[src/rtl/data_mem_lsu_pkg.sv]
//==============================================================================
// Module   : data_mem_lsu_pkg
// Brief    : Shared constants, state encoding and helpers for the data_mem LSU.
// Revision : 1.0 - initial release
//==============================================================================
`default_nettype none

package data_mem_lsu_pkg;

    localparam int          WORD_W    = 32;
    localparam logic [1:0]  SIZE_BYTE = 2'b00;
    localparam logic [1:0]  SIZE_HALF = 2'b01;
    localparam logic [1:0]  SIZE_WORD = 2'b10;
    localparam logic [31:0] WORD_ZERO = 32'h0000_0000;

    typedef enum logic [1:0] {
        LSU_IDLE = 2'b00,
        LSU_RD   = 2'b01,
        LSU_WR   = 2'b10,
        LSU_RESP = 2'b11
    } lsu_state_t;

    // Encoding 11 behaves exactly like a word access.
    function automatic logic [1:0] norm_size(input logic [1:0] size);
        return (size == 2'b11) ? SIZE_WORD : size;
    endfunction

    // Half on an odd byte, or word off a 4-byte boundary.
    function automatic logic is_misaligned(input logic [1:0] size, input logic [1:0] off);
        return ((size == SIZE_HALF) && off[0]) || ((size == SIZE_WORD) && (off != 2'b00));
    endfunction

    // Drop the low offset bits that would break natural alignment.
    function automatic logic [1:0] align_off(input logic [1:0] size, input logic [1:0] off);
        logic [1:0] res;
        case (size)
            SIZE_BYTE: res = off;
            SIZE_HALF: res = {off[1], 1'b0};
            default:   res = 2'b00;
        endcase
        return res;
    endfunction

endpackage

`default_nettype wire

[src/rtl/data_mem_lsu_lane.sv]
//==============================================================================
// Module   : data_mem_lsu_lane
// Brief    : Big-endian lane extraction with sign/zero extension, and sub-word
//            store merge into a previously read word. Purely combinational.
// Revision : 1.0 - initial release
//==============================================================================
`default_nettype none

module data_mem_lsu_lane
    import data_mem_lsu_pkg::*;
(
    input  logic [WORD_W-1:0] w,
    input  logic [WORD_W-1:0] wdata,
    input  logic [1:0]        off,
    input  logic [1:0]        size,
    input  logic              sign_ext,
    output logic [WORD_W-1:0] load_data,
    output logic [WORD_W-1:0] merged_word
);

    logic [7:0]  w_byte;
    logic [15:0] w_half;

    // Select the addressed lane, extend it for loads, splice wdata into it for stores.
    always_comb begin
        w_byte      = 8'h00;
        w_half      = off[1] ? w[15:0] : w[31:16];
        load_data   = w;
        merged_word = w;
        case (off)
            2'd0:    w_byte = w[31:24];
            2'd1:    w_byte = w[23:16];
            2'd2:    w_byte = w[15:8];
            default: w_byte = w[7:0];
        endcase
        case (size)
            SIZE_BYTE: begin
                load_data = {{24{sign_ext & w_byte[7]}}, w_byte};
                case (off)
                    2'd0:    merged_word[31:24] = wdata[7:0];
                    2'd1:    merged_word[23:16] = wdata[7:0];
                    2'd2:    merged_word[15:8]  = wdata[7:0];
                    default: merged_word[7:0]   = wdata[7:0];
                endcase
            end
            SIZE_HALF: begin
                load_data = {{16{sign_ext & w_half[15]}}, w_half};
                if (off[1]) merged_word[15:0]  = wdata[15:0];
                else        merged_word[31:16] = wdata[15:0];
            end
            default: begin
                load_data   = w;
                merged_word = wdata;
            end
        endcase
    end

endmodule

`default_nettype wire

[src/rtl/data_mem_lsu.sv]
//==============================================================================
// Module   : data_mem_lsu
// Brief    : Load/store unit driving the data_mem interface. One request at a
//            time; sub-word stores use read-modify-write; one resp_valid pulse
//            per accepted request.
// Config   : LSU_MISALIGN_TRAP_EN - misaligned requests skip memory and return
//            resp_err=1. Undefined: misaligned addresses are force-aligned.
// Revision : 1.0 - initial release
//==============================================================================
`default_nettype none

module data_mem_lsu
    import data_mem_lsu_pkg::*;
#(
    parameter int ADDR_W = 32,
    parameter int DATA_W = 32
) (
    input  logic              clk,
    input  logic              rst,
    input  logic              req_valid,
    output logic              req_ready,
    input  logic              req_we,
    input  logic [1:0]        req_size,
    input  logic              req_signed,
    input  logic [ADDR_W-1:0] req_addr,
    input  logic [DATA_W-1:0] req_wdata,
    output logic              resp_valid,
    output logic [DATA_W-1:0] resp_rdata,
    output logic              resp_err,
    output logic [ADDR_W-1:0] mem_address,
    output logic [DATA_W-1:0] mem_write_data,
    input  logic [DATA_W-1:0] mem_read_data,
    output logic              mem_read,
    output logic              mem_write
);

    lsu_state_t        r_state;
    lsu_state_t        w_state_nxt;
    logic              r_we;
    logic              r_signed;
    logic [1:0]        r_size;
    logic [1:0]        r_off;
    logic [DATA_W-1:0] r_wdata;

    logic              w_accept;
    logic [1:0]        w_size;
    logic [1:0]        w_off;
    logic              w_trap;
    logic [DATA_W-1:0] w_load_data;
    logic [DATA_W-1:0] w_merged_word;

    assign w_accept = req_valid & (r_state == LSU_IDLE);
    assign w_size   = norm_size(req_size);
    assign w_off    = align_off(w_size, req_addr[1:0]);

`ifdef LSU_MISALIGN_TRAP_EN
    logic r_err;
    assign w_trap   = is_misaligned(w_size, req_addr[1:0]);
    assign resp_err = r_err & (r_state == LSU_RESP);

    // Remember whether the accepted request trapped on alignment.
    always_ff @(posedge clk or posedge rst) begin
        if (rst)           r_err <= 1'b0;
        else if (w_accept) r_err <= w_trap;
    end
`else
    assign w_trap   = 1'b0;
    assign resp_err = 1'b0;
`endif

    // Handshake and strobes decode straight from state so they drop on reset.
    assign req_ready  = (r_state == LSU_IDLE);
    assign mem_read   = (r_state == LSU_RD);
    assign mem_write  = (r_state == LSU_WR);
    assign resp_valid = (r_state == LSU_RESP);

    data_mem_lsu_lane u_lane (
        .w           (mem_read_data),
        .wdata       (r_wdata),
        .off         (r_off),
        .size        (r_size),
        .sign_ext    (r_signed),
        .load_data   (w_load_data),
        .merged_word (w_merged_word)
    );

    // State register.
    always_ff @(posedge clk or posedge rst) begin
        if (rst) r_state <= LSU_IDLE;
        else     r_state <= w_state_nxt;
    end

    // Next-state decode: word stores skip the read, sub-word stores read first.
    always_comb begin
        w_state_nxt = r_state;
        case (r_state)
            LSU_IDLE: begin
                if (req_valid) begin
                    if (w_trap)                             w_state_nxt = LSU_RESP;
                    else if (req_we && w_size == SIZE_WORD) w_state_nxt = LSU_WR;
                    else                                    w_state_nxt = LSU_RD;
                end
            end
            LSU_RD:   w_state_nxt = r_we ? LSU_WR : LSU_RESP;
            LSU_WR:   w_state_nxt = LSU_RESP;
            LSU_RESP: w_state_nxt = LSU_IDLE;
            default:  w_state_nxt = LSU_IDLE;
        endcase
    end

    // Request latches and memory/response data registers.
    always_ff @(posedge clk or posedge rst) begin
        if (rst) begin
            r_we           <= 1'b0;
            r_signed       <= 1'b0;
            r_size         <= SIZE_BYTE;
            r_off          <= 2'b00;
            r_wdata        <= WORD_ZERO;
            mem_address    <= WORD_ZERO;
            mem_write_data <= WORD_ZERO;
            resp_rdata     <= WORD_ZERO;
        end else begin
            if (w_accept) begin
                r_we           <= req_we;
                r_signed       <= req_signed;
                r_size         <= w_size;
                r_off          <= w_off;
                r_wdata        <= req_wdata;
                mem_address    <= {req_addr[ADDR_W-1:2], 2'b00};
                // A word store writes this directly; sub-word stores overwrite it after the read.
                mem_write_data <= req_wdata;
                if (w_trap) resp_rdata <= WORD_ZERO;
            end
            case (r_state)
                LSU_RD: begin
                    if (r_we) mem_write_data <= w_merged_word;
                    else      resp_rdata     <= w_load_data;
                end
                LSU_WR:  resp_rdata <= WORD_ZERO;
                default: ;
            endcase
        end
    end

endmodule

`default_nettype wire

[config.mk]
export PLATFORM = sky130hd
export DESIGN_NAME = data_mem_lsu
export DESIGN_NICKNAME = d
export VERILOG_FILES = /design/src/rtl/data_mem_lsu_pkg.sv /design/src/rtl/data_mem_lsu_lane.sv /design/src/rtl/data_mem_lsu.sv
export SDC_FILE = /design/constraint.sdc
export NUM_CORES = 1
export LEC_CHECK = 0
export CAP_MARGIN = 0
export CORE_MARGIN = 2
export CORE_UTILIZATION = 38
export CTS_BUF_LIST = sky130_fd_sc_hd__clkbuf_2
export CTS_CLUSTER_DIAMETER = 30
export DETAILED_ROUTE_END_ITERATION = 6
export PLACE_DENSITY = 0.73
export SETUP_SLACK_MARGIN = 0.5
export SLEW_MARGIN = 20
export SYNTH_ARGS = -nofsm -noshare
export SYNTH_HDL_FRONTEND = slang
export SYNTH_SLANG_ARGS = --single-unit
[constraint.sdc]
create_clock -name clk -period 6.9 [get_ports clk]
set_input_delay 1.035 -clock clk [delete_from_list [all_inputs] [get_ports clk]]
set_output_delay 1.035 -clock clk [all_outputs]
set_load 0.02 [all_outputs]
==> impl_metrics.toml <==
[run_status]
outcome = "completed"

[route]
viasPerCell = 5.40
ant_nets = 0
drc = 0
post_drt_wl_per_cell_um = 18.8
drt_iter0_drc = 676
firstDrtPassIters = 5
routed_wl_um = 21200
vias = 6081

[synthesis]
netlist_area_um2 = 6630
synth_seq_cells = 134
syn_inst = 715
ys_seq_area_share_pct = 50.6
synth_common_cells = "nand2_1 (245), dfrtp_1 (134), a21oi_1 (32), clkbuf_1 (32), nand2b_1 (29)"
synth_cell_types = 44
yosysTopAreaCellShare_pct = 50.6
synth_edf_count = 0
synth_area_leaders = "dfrtp_1 (51%), nand2_1 (14%), mux2_2 (4.2%)"
async_reset_ff_share_pct = 100
syn_area_per_cell_um2 = 9.27
yosysTopAreaCell = "dfrtp_1"
ys.flop_type = "dfrtp_1"
ys.warnings.count = 0
synth.most_common_cell = "nand2_1"

[critical_path]
crit_path_end_kind = "output port"
cp.arrival_ps = 2440
worst_ep_required_time_ps = 5860
cp_max_fo = 14
rrSetupSlack_ps = 4400
r2r_start = "r_off[1]"
startpoint = "r_state[0]"
endpoint = "req_ready"
reg2reg_to = "mem_write_data[16]"
path_class = "reg -> out"
critPathLaunchType = "register"
worst_r2r_path_depth = 4

[layout]
nets = 996
multi_input_area_um2 = 3020
ff_latch_area_um2 = 3350
syn2layout_area_growth_pct = 34.9
drive_gt1_share_pct = 7.66
final_cell_area_um2 = 8940
nFillCells = 1621

[die]
design.die.area_um2 = 18500
ios = 204
die_w_um = 136
rows = 48
start_util_pct = 38.6
core_um2 = 17200
die_y_um = 136

[clock_tree]
postCtsSetupBuffers = 0
cts_buffers = 17
path_clk_slew_ps = 180
clk_path_buf_depth = 2
clock_latency_ps = 710
postCtsResizedCells = 0
clock_sinks = 134
h-tree-depth = 4
holdBufCountCts = 0
root_buffer = "clkbuf_2"
cts_tree = "done"

[power_and_ir_drop]
peakVddDrop_v = 0.000232
combPwrFrac_pct = 54.7
p_int_w = 0.00233
leakagePower_nw = 4.05
swShare_pct = 44.9
pwr-share-seq_pct = 34.8
p_sw_w = 0.00190
power.density_nw_per_um2 = 472
p_clk_share_pct = 10.5

[min_path]
hold_class = "reg -> reg"

[sta]
rsz0062_at_grt = "no"
worst_pin_slew_ps = 1060
hold_viol_final = 0
setup_tns_ps = 0
final-max-slew-violation-count = 0
slew_headroom_pct = 28.9
setup_viol = 0
period_share_pct = 50.3
fin_worst_hold_slack_ps = 500
skew_ps = 25.9
period_minus_slack_ps = 3470
fmax_ghz = 0.288
fin_ws_ps = 3430

[global_route]
grt_max_degree = 100
grt_usage_pct = 23.3
grt_pass1_vias = 6029
grt_pass1_wl_um = 32900
grt_overflow = 0
grt_antenna_before_repair = 1

[placed_design]
portBuffers = 200
post-place-ws_ps = 3790
hpwl_um = 14600
dpl_cell_area_um2 = 8730
gp_congestion = 0.885

[flow_run]
maxCapViolations = 0
==> sequential cells by signal (all words and copies together) (netlist names) <==
register	count
mem_address	30
r_wdata	32
r_signed	1
r_off	2
r_we	1
r_state	2
resp_rdata	32
mem_write_data	32
r_size	2
==> cell type report <==
| class | count | area share (%) |
|---|---|---|
| Antenna cell | 1 | 0.0280 |
| Clock buffer | 17 | 0.951 |
| Clock inverter | 14 | 1.32 |
| Inverter | 8 | 0.364 |
| Multi-Input combinational cell | 522 | 33.8 |
| Sequential cell | 134 | 37.5 |
| Tap cell | 225 | 3.15 |
| Timing Repair Buffer | 206 | 22.9 |
==> layout by cell type (no fill, tap or decap), types with 13 or more instances in the layout <==
| cell | n |
|---|---|
| mux2_2 | 25 |
| nand2b_1 | 29 |
| clkdlybuf4s50_1 | 200 |
| nand2_1 | 244 |
| a22o_1 | 17 |
| a32oi_1 | 13 |
| o21ai_0 | 15 |
| a221oi_1 | 13 |
| a21o_1 | 16 |
| clkbuf_2 | 17 |
| a21oi_1 | 31 |
| dfrtp_1 | 134 |
==> how the worst min path moves through the flow <==
stage                    startpoint  cells past startpoint         endpoint
floorplan               r_wdata[16]                      2      r_wdata[16]
global placement     mem_address[8]                      2   mem_address[8]
detailed placement  mem_address[23]                      2  mem_address[23]
CTS                     r_wdata[30]                      2      r_wdata[30]
global route            r_wdata[23]                      2      r_wdata[23]
finish               mem_address[2]                      2   mem_address[2]
==> routing by layer <==
| layer | up-vias | track usage [%] | part of all wire (%) |
|---|---|---|---|
| li1 | 2831 | - | - |
| met1 | 2911 | 30.6 | 43 |
| met2 | 292 | 34.7 | 44 |
| met3 | 47 | 8.65 | 10 |
| met4 | 0 | 9.78 | 3.5 |
| met5 | - | 0 | 0 |
==> worst max-delay path, stage by stage, from the launching register on <==
cell	delay (ps)
dfrtp_1	460
inv_1	100
ha_1	480
clkdlybuf4s50_1	700
==> kinds of logic after synthesis <==
kind of cell	share of synthesized area, %
AND/OR/NAND/NOR	20.5
other	0.0566
flip-flops	50.6
adder cells (fa/ha/maj)	0.755
buffers and inverters	4.25
AO/OA/AOI/OAI	17.7
multiplexers	6.14
==> per-stage QoR <==
stage               util, %  total power [W]  std cells
floorplan                 -          0.00284        717
global placement       50.8          0.00373       1095
detailed placement     50.8          0.00378       1095
CTS                    52.0          0.00423       1126
global route           52.1          0.00451       1127
finish                 52.1          0.00423       1127
==> power groups by stage <==
stage | Clock, W | Combinational (W) | Sequential, W
2_1_floorplan | 0 | 0.00115 | 0.00168
3_3_place_gp | 0 | 0.00226 | 0.00147
3_5_place_dp | 0 | 0.00231 | 0.00148
4_1_cts | 0.000453 | 0.00231 | 0.00146
5_1_grt | 0.000492 | 0.00251 | 0.00151
6_report | 0.000442 | 0.00231 | 0.00147
No activity file was read; power rests on OpenSTA's default activity.
